`src/rtl/seq_gen_if.sv`:
```
// Request/stream bundle for seq_gen: request fields in, serial stream and status out.
// dbg_state mirrors the generator FSM state for checkers and debug.
interface seq_gen_if #(
  parameter int WIDTH = 8
);
  logic             start;
  logic [WIDTH-1:0] data;
  logic [3:0]       reps;
  logic             dout;
  logic             dvalid;
  logic             busy;
  logic             done;
  logic [1:0]       dbg_state;

  // Handshake: a request is taken on any rising edge where start=1 and busy=0
  // (IDLE, including the done cycle); start while busy=1 is dropped, never queued.
  // dvalid=1 marks each cycle in which dout carries a frame bit.
  modport master (
    output start, data, reps,
    input  dout, dvalid, busy, done, dbg_state
  );

  modport slave (
    input  start, data, reps,
    output dout, dvalid, busy, done, dbg_state
  );
endinterface

```
`src/rtl/seq_gen.sv`:
```
// seq_gen: Moore serial frame generator, sends a captured payload MSB first, 1..15 times.
// Define SEQ_GEN_PREAMBLE_EN to prefix every frame with the 4-bit sync pattern 1010.
module seq_gen #(
  parameter int WIDTH   = 8,
  parameter int GAP_LEN = 2
) (
  input  logic    clk,
  input  logic    rst_n,
  seq_gen_if.slave bus
);

  localparam int BIT_W = $clog2(WIDTH);
  localparam int GAP_W = (GAP_LEN > 1) ? $clog2(GAP_LEN) : 1;
  localparam logic [BIT_W-1:0] BIT_LAST = BIT_W'(WIDTH - 1);
  localparam logic [GAP_W-1:0] GAP_LAST = GAP_W'(GAP_LEN - 1);

  typedef enum logic [1:0] {
    IDLE = 2'd0,
    PRE  = 2'd1,
    DATA = 2'd2,
    GAP  = 2'd3
  } state_t;

`ifdef SEQ_GEN_PREAMBLE_EN
  localparam state_t FRAME_START = PRE;
`else
  localparam state_t FRAME_START = DATA;
`endif

  state_t           state_q;
  state_t           state_d;
  logic [WIDTH-1:0] shift_q;
  logic [3:0]       frames_q;
  logic [BIT_W-1:0] bit_q;
  logic [GAP_W-1:0] gap_q;
  logic             done_q;

  logic             accept;
  logic             last_bit;
  logic             last_frame;
  logic             gap_end;

`ifdef SEQ_GEN_PREAMBLE_EN
  logic [1:0]       pre_q;
  logic             pre_end;
`endif

  always_comb begin
    accept     = (state_q == IDLE) && bus.start;
    last_bit   = (state_q == DATA) && (bit_q == BIT_LAST);
    last_frame = (frames_q == 4'd1);
    gap_end    = (state_q == GAP) && (gap_q == GAP_LAST);
`ifdef SEQ_GEN_PREAMBLE_EN
    pre_end    = (state_q == PRE) && (pre_q == 2'd3);
`endif
  end

  // Next-state logic
  always_comb begin
    state_d = state_q;
    unique case (state_q)
      IDLE: if (accept) state_d = FRAME_START;
`ifdef SEQ_GEN_PREAMBLE_EN
      PRE:  if (pre_end) state_d = DATA;
`endif
      DATA: if (last_bit) state_d = last_frame ? IDLE : GAP;
      GAP:  if (gap_end) state_d = FRAME_START;
      default: state_d = IDLE;
    endcase
  end

  always_ff @(posedge clk or negedge rst_n) begin
    if (!rst_n) state_q <= IDLE;
    else        state_q <= state_d;
  end

  // The payload register rotates rather than shifts, so after WIDTH bits it
  // holds the original payload again, ready for the next repeat.
  always_ff @(posedge clk or negedge rst_n) begin
    if (!rst_n) begin
      shift_q  <= '0;
      frames_q <= '0;
      bit_q    <= '0;
      gap_q    <= '0;
      done_q   <= 1'b0;
    end else begin
      done_q <= last_bit && last_frame;
      unique case (state_q)
        IDLE: begin
          if (accept) begin
            shift_q  <= bus.data;
            frames_q <= (bus.reps == 4'd0) ? 4'd1 : bus.reps;
            bit_q    <= '0;
            gap_q    <= '0;
          end
        end
        DATA: begin
          shift_q <= {shift_q[WIDTH-2:0], shift_q[WIDTH-1]};
          if (last_bit) begin
            bit_q    <= '0;
            frames_q <= frames_q - 4'd1;
          end else begin
            bit_q <= bit_q + 1'b1;
          end
        end
        GAP: begin
          if (gap_end) gap_q <= '0;
          else         gap_q <= gap_q + 1'b1;
        end
        default: ;
      endcase
    end
  end

`ifdef SEQ_GEN_PREAMBLE_EN
  always_ff @(posedge clk or negedge rst_n) begin
    if (!rst_n) begin
      pre_q <= '0;
    end else if (state_q == PRE) begin
      pre_q <= pre_end ? 2'd0 : pre_q + 2'd1;
    end
  end
`endif

  // Outputs decode registered state only; PRE emits 1,0,1,0 from the counter LSB.
  always_comb begin
    bus.dout   = 1'b0;
    bus.dvalid = 1'b0;
    bus.busy   = (state_q != IDLE);
    bus.done   = done_q && (state_q == IDLE);
    unique case (state_q)
`ifdef SEQ_GEN_PREAMBLE_EN
      PRE: begin
        bus.dout   = ~pre_q[0];
        bus.dvalid = 1'b1;
      end
`endif
      DATA: begin
        bus.dout   = shift_q[WIDTH-1];
        bus.dvalid = 1'b1;
      end
      default: ;
    endcase
  end

  assign bus.dbg_state = state_q;

endmodule
```
`src/flat_wrapper.sv`:
```
// flat-port wrapper written by rule: the top's interface ports become plain ports
module seq_gen_flat 
#(
  parameter int WIDTH   = 8,
  parameter int GAP_LEN = 2
)
  (clk, rst_n, bus_start, bus_data, bus_reps, bus_dout, bus_dvalid, bus_busy, bus_done, bus_dbg_state);
  seq_gen_if #(.WIDTH(WIDTH)) bus_i ();
  input  logic clk;
  input  logic rst_n;
  input wire logic [$bits(bus_i.start)-1:0] bus_start;
  input wire logic [$bits(bus_i.data)-1:0] bus_data;
  input wire logic [$bits(bus_i.reps)-1:0] bus_reps;
  output wire logic [$bits(bus_i.dout)-1:0] bus_dout;
  output wire logic [$bits(bus_i.dvalid)-1:0] bus_dvalid;
  output wire logic [$bits(bus_i.busy)-1:0] bus_busy;
  output wire logic [$bits(bus_i.done)-1:0] bus_done;
  output wire logic [$bits(bus_i.dbg_state)-1:0] bus_dbg_state;
  assign bus_i.start = bus_start;
  assign bus_i.data = bus_data;
  assign bus_i.reps = bus_reps;
  assign bus_dout = bus_i.dout;
  assign bus_dvalid = bus_i.dvalid;
  assign bus_busy = bus_i.busy;
  assign bus_done = bus_i.done;
  assign bus_dbg_state = bus_i.dbg_state;
  seq_gen #(.WIDTH(WIDTH), .GAP_LEN(GAP_LEN)) u_core (.clk(clk), .rst_n(rst_n), .bus(bus_i));
endmodule
```
`config.mk`:
```
export PLATFORM = sky130hd
export DESIGN_NAME = seq_gen_flat
export DESIGN_NICKNAME = d
export VERILOG_FILES = /design/src/rtl/seq_gen_if.sv /design/src/rtl/seq_gen.sv /design/src/flat_wrapper.sv
export SDC_FILE = /design/constraint.sdc
export NUM_CORES = 1
export LEC_CHECK = 0
export ABC_AREA = 1
export CAP_MARGIN = 40
export CORE_MARGIN = 3
export CORE_UTILIZATION = 51
export DETAILED_ROUTE_END_ITERATION = 12
export GPL_TIMING_DRIVEN = 0
export PLACE_DENSITY = 0.78
export SYNTH_ARGS = -nofsm -noshare
export SYNTH_HDL_FRONTEND = slang
export SYNTH_SLANG_ARGS = --single-unit
```
`constraint.sdc`:
```
create_clock -name clk -period 1.6 [get_ports clk]
set_input_delay 0.48 -clock clk [delete_from_list [all_inputs] [get_ports clk]]
set_output_delay 0.48 -clock clk [all_outputs]
set_load 0.01 [all_outputs]
```
### After elaboration in Yosys (flattened, before gate mapping)

Cells that the tools add are included.

| cells by class | value |
|---|---|
| order comparisons | 0 |
| divide/modulo/power cells | 0 |
| bitwise gates (word level) | 0 |
| eq/ne operators | 7 |
| multiply operators | 0 |
| muxes and demuxes | 19 |
| reductions and logical operators | 14 |
| $add $sub $neg | 3 |
| shifts and indexed selects | 0 |

Operators by type and width:

| operator | count |
|---|---|
| $pmux W8 S2 | 1 |
| $mux W4 | 3 |
| $mux W2 | 4 |
| $mux W8 | 1 |
| $pmux W4 S2 | 1 |
| $mux W3 | 2 |
| $ne A2 B1 Y1 const B | 3 |
| $pmux W2 S3 | 1 |
| $pmux W3 S2 | 1 |
| $reduce_and A3 Y1 | 2 |
| $reduce_bool A2 Y1 | 3 |
| $logic_and A1 B1 Y1 | 5 |
| $eq A2 B2 Y1 const B | 2 |
| $eq A4 B1 Y1 const B | 1 |
| $logic_not A4 Y1 | 1 |
| $mux W1 | 4 |
| $reduce_and A2 Y1 | 2 |
| $sub A4 B1 Y4 const B | 1 |
| $add A3 B1 Y3 const B | 1 |
| $eq A3 B3 Y1 const B | 1 |
| $logic_not A2 Y1 | 1 |
| $pmux W1 S2 | 1 |
| $add A1 B1 Y1 const B | 1 |

| word-level totals | value |
|---|---|
| memories | 0 |
| input port bits | 15 |
| output and inout bits | 6 |
| bits in writable memories | 0 |
| register bits after elaboration | 19 |
| memory bits (read-only) | 0 |
| bits in latches | 0 |

### Longest topological paths before layout

| logic depth | value |
|---|---|
| depth in word-level cells | 4 |
| gate-level depth with buffers | 9 |
| depth with buffers taken out | 8 |

### Worst setup path after synthesis

Ideal clock, no wire load.

| timing path | value |
|---|---|
| path type | reg-to-output |
| start point | reg u_core.state_q[0], in the netlist u_core.bus.dbg_state[0] |
| end point | out bus_dout |
| path slack | 0.043 ns |
| required time | 1.120 ns |
| cell stages (with the launch flop) | 6 |
| buffers on the path | 1 |
| arrival time | 1.077 ns |
| path through | dfrtp_1 -> inv_1 -> ha_1 -> buf_6 -> nand2_1 -> inv_1 |

| between the ends | value |
|---|---|
| word-level cells in the longest chain between the ends | 2 |

RTL lines:

| element | RTL line | RTL |
|---|---|---|
| start: declaration | seq_gen.sv:30 | `state_t state_q;` |
| start signal: assignment | seq_gen.sv:74 | `else state_q <= state_d;` |
| $eq A2 B2 Y1 | seq_gen.sv:131 | `unique case (state_q)` |
| $mux W1 | seq_gen.sv:131 |  |
| end: declaration | flat_wrapper.sv:14 | `output wire logic [$bits(bus_i.dout)-1:0] bus_dout;` |

No other way between the ends.

### Worst setup path after layout

| timing path | value |
|---|---|
| start point | reg u_core.state_q[1], in the netlist u_core.bus.dbg_state[1] |
| end point | out bus_dout |

Same word-level chain as after synthesis.

==> impl_results.md <==
* CP Buf/Inv Count at 4
* Startpoint Class: flop
* Row count at 16
* Num CTS Buffers at 3
* Initial DRC Count at 32
* Max Cap Violations at 0
* Final Max Slew Viols at 0
* CORE AREA at approximately 2100 sq um
* CP Capture Type: output pin
* Starting Density at 56.2%
* Maximum vdd ir drop at roughly 1.6 mV
* Final setup viols at 22
* Placer Congestion at 0.827
* Maximum clock frequency at ~550 MHz
* DRC viols at 0
* Top Ports at 21
* IO buf count at 20
* Commonest non-fill, non-tap cell in the layout: nand2_1
* Nets at 213
* Area grow syn2layout at 48.9%
* CTS tree: yes
* Initial antenna violation count at 0
* Die area at a little under 3000 sq um
* CTS clk-pin slew, worst paths at between 0.1 and 0.15 ns
* Post-synthesis cell area at approximately 1200 sq um
* R2r endpoint: u_core.frames_q[1]$_DFFE_PN0P_
* Grt ovf at 0
* Mapped Avg Cell Area at ~7.9 sq um
* Critical path type: flop to output pin
* Yosys top cell by area: dfrtp_1
* Outcome: finished with violations
* Failing checks: setup timing
* CP Capture Point: bus_dout
* Arrival @ worst endpoint at 1.35 ns
* Worst Tran Pin Value at about 0.47 ns
* Post-synth top area share at 41.0%
* Hold Slack at around 0.48 ns
* Critical path, cell by cell: buf_6 -> ha_4 -> buf_6 -> nand2_4 -> inv_4 -> buf_6
* Stages on worst setup path at 6
* N_diodes at 0
* CTS Sinks at 19
* GRT Total Usage at a little over a fifth
* Crit-path slowest cell: dfrtp_1
* Slew HR at between 60% and 70%
* Critical Path Start: u_core.bus.dbg_state[1]$_DFFE_PN0P_
* Min Tclk post-route at ~1.8 ns
* Chip Width at around 54 um
* #FFs+latches synth at 19
* Syn_nets at between 150 and 200
* Routed WL at between 3000 and 4000 um
* WL per Instance at roughly 16 um
* Detailed Place HPWL at roughly 1800 um
* Largest delay share family, worst path: flip-flops
* Lkg Pwr at ~0.85 nW
* Die H at ~54 um
* Final Hold Fails at 0
* Unrepaired setup endpoints after global routing: yes
* Critical path's most frequent cell: buf_6
* Yosys cell types at 21
* Worst skew pair latency at between 0.3 and 0.4 ns
* Max clock buf depth at 2
* First-pass GRT wire length at roughly 4600 um
* Tcrit/Tclk final at 115%
* Layout cells sized above 1 at a little under a third
* Root Driver: clkbuf_4
* Reg2reg start: u_core.bus.dbg_state[1]$_DFFE_PN0P_
* Reg2reg setup slack at -0.16 ns
* Sequential fraction of the synthesis area at 41.0%
* Worst path max stage delay at 0.42 ns
* Vias at about 1200
* Required @ worst endpoint at 1.12 ns
* Critical-path maximum fanout at 3
* Finished Core Util at between 80% and 90%
* Largest net degree at the start of global routing at 12
* Worst hold path class: input pin to async pin
* Reg2reg path depth at 11
* Synth Warn # at 0
* Setup ws final at -0.233 ns
* DR vias/cell at 5.47
* P per Cell Area at about 2100 nW/um^2
* TritonRoute pass-1 iters at 4
* Mapped Cells at 147
* Clock Skew at roughly 0.0017 ns
* Commonest non-fill, non-tap cells in the layout: nand2_1, inv_1, dfrtp_1
* Synth area leaders: dfrtp_1, nand2_1, ha_1
* Cts hold-fix bufs at 0
* Htree depth at 1
* Vias in the first global route at between 1000 and 1500
* Antenna Nets Post-Route at 0
## per-layer routing
metal	part of all wire, %	track usage [%]
met1	41	26.5
met2	50	37.7
met3	4.8	2.77
met4	4.1	9.36
met5	0	0
## area by class of cell
cell class	instances	area, sq um
inverter	27	114
multi-input combinational	96	657
buffer	5	56.3
clock buffer	3	22.5
fill	116	335
timing repair buffer	36	363
tap	27	33.8
sequential	19	475
clock inverter	1	5.00
## flip-flops by register name (all words and copies together), names as in the netlist
name and flops:
u_core.bus.dbg_state 2, u_core.done_q 1, u_core.bit_q 3, u_core.gap_q 1, u_core.frames_q 4, u_core.shift_q 8
## cells by family (layout without fill, tap and decap cells)
logic type	count (synthesis)	count (layout)	synth area share (%)
compound gates	28	28	15.2
simple gates	58	58	20.6
fa+ha+maj	10	10	10.8
buf+inv	32	72	12.4
flops	19	19	41.0
## worst register-to-register path, stage by stage (launching register included)
cell	delay (ns)
dfrtp_1	0.42
buf_6	0.14
ha_4	0.15
buf_6	0.12
buf_4	0.14
buf_8	0.14
buf_6	0.13
nand2_8	0.10
nand3_4	0.12
inv_2	0.10
nand2_1	0.05
o21ai_1	0.08
## report_power, final
group | total [mW] | internal [mW] | switching, mW
Sequential | 0.846 | 0.704 | 0.142
Clock | 0.254 | 0.0934 | 0.161
Combinational | 2.61 | 1.20 | 1.41
## stage by stage
step / worst slack [ns] / TNS (ns) / std cells / area [sq um] / power [mW]
global route: -0.276 / -4.21 / 214 / 1730 / 3.99
CTS: -0.188 / -0.572 / 205 / 1520 / 2.89
floorplan: 0.0431 / 0 / 147 / 1160 / 2.00
finish: -0.233 / -2.72 / 214 / 1730 / 3.71
global placement: -0.404 / -1.06 / 194 / 1390 / 2.39
detailed placement: -0.447 / -1.20 / 195 / 1410 / 2.46
## Yosys cell counts
library cell / instances
nand3_1: 7
ha_1: 10
o21ai_4: 1
nand4_1: 1
buf_2: 2
nor2_1: 9
inv_4: 1
or2_2: 1
nor3_1: 1
buf_4: 1
buf_6: 2
nand3_2: 1
a21oi_2: 2
o211ai_1: 6
a21oi_1: 1
o21a_1: 1
nand2_1: 38
o21ai_1: 2
o21ai_0: 15
dfrtp_1: 19
inv_1: 26
## timing repair
item                       4_1_cts  5_1_grt
cloned                           0        2
setup buffers                    6        7
pin swaps                        1       10
setup endpoints to repair        6       23
resized for setup               30       54
## worst min-delay path by stage
stage	to	slack, ns	depth (start not counted)
final	u_core.bit_q[0]$_DFFE_PN0P_	0.48	1
after floorplan	u_core.bit_q[0]$_DFFE_PN0P_	0.18	0
after detailed placement	u_core.bit_q[0]$_DFFE_PN0P_	0.52	1
after global routing	u_core.bit_q[0]$_DFFE_PN0P_	0.49	1
after global placement	u_core.shift_q[0]$_DFFE_PN0P_	0.50	2
after CTS	u_core.frames_q[3]$_DFFE_PN0P_	0.50	1
No activity file was read; power rests on OpenSTA's default activity.
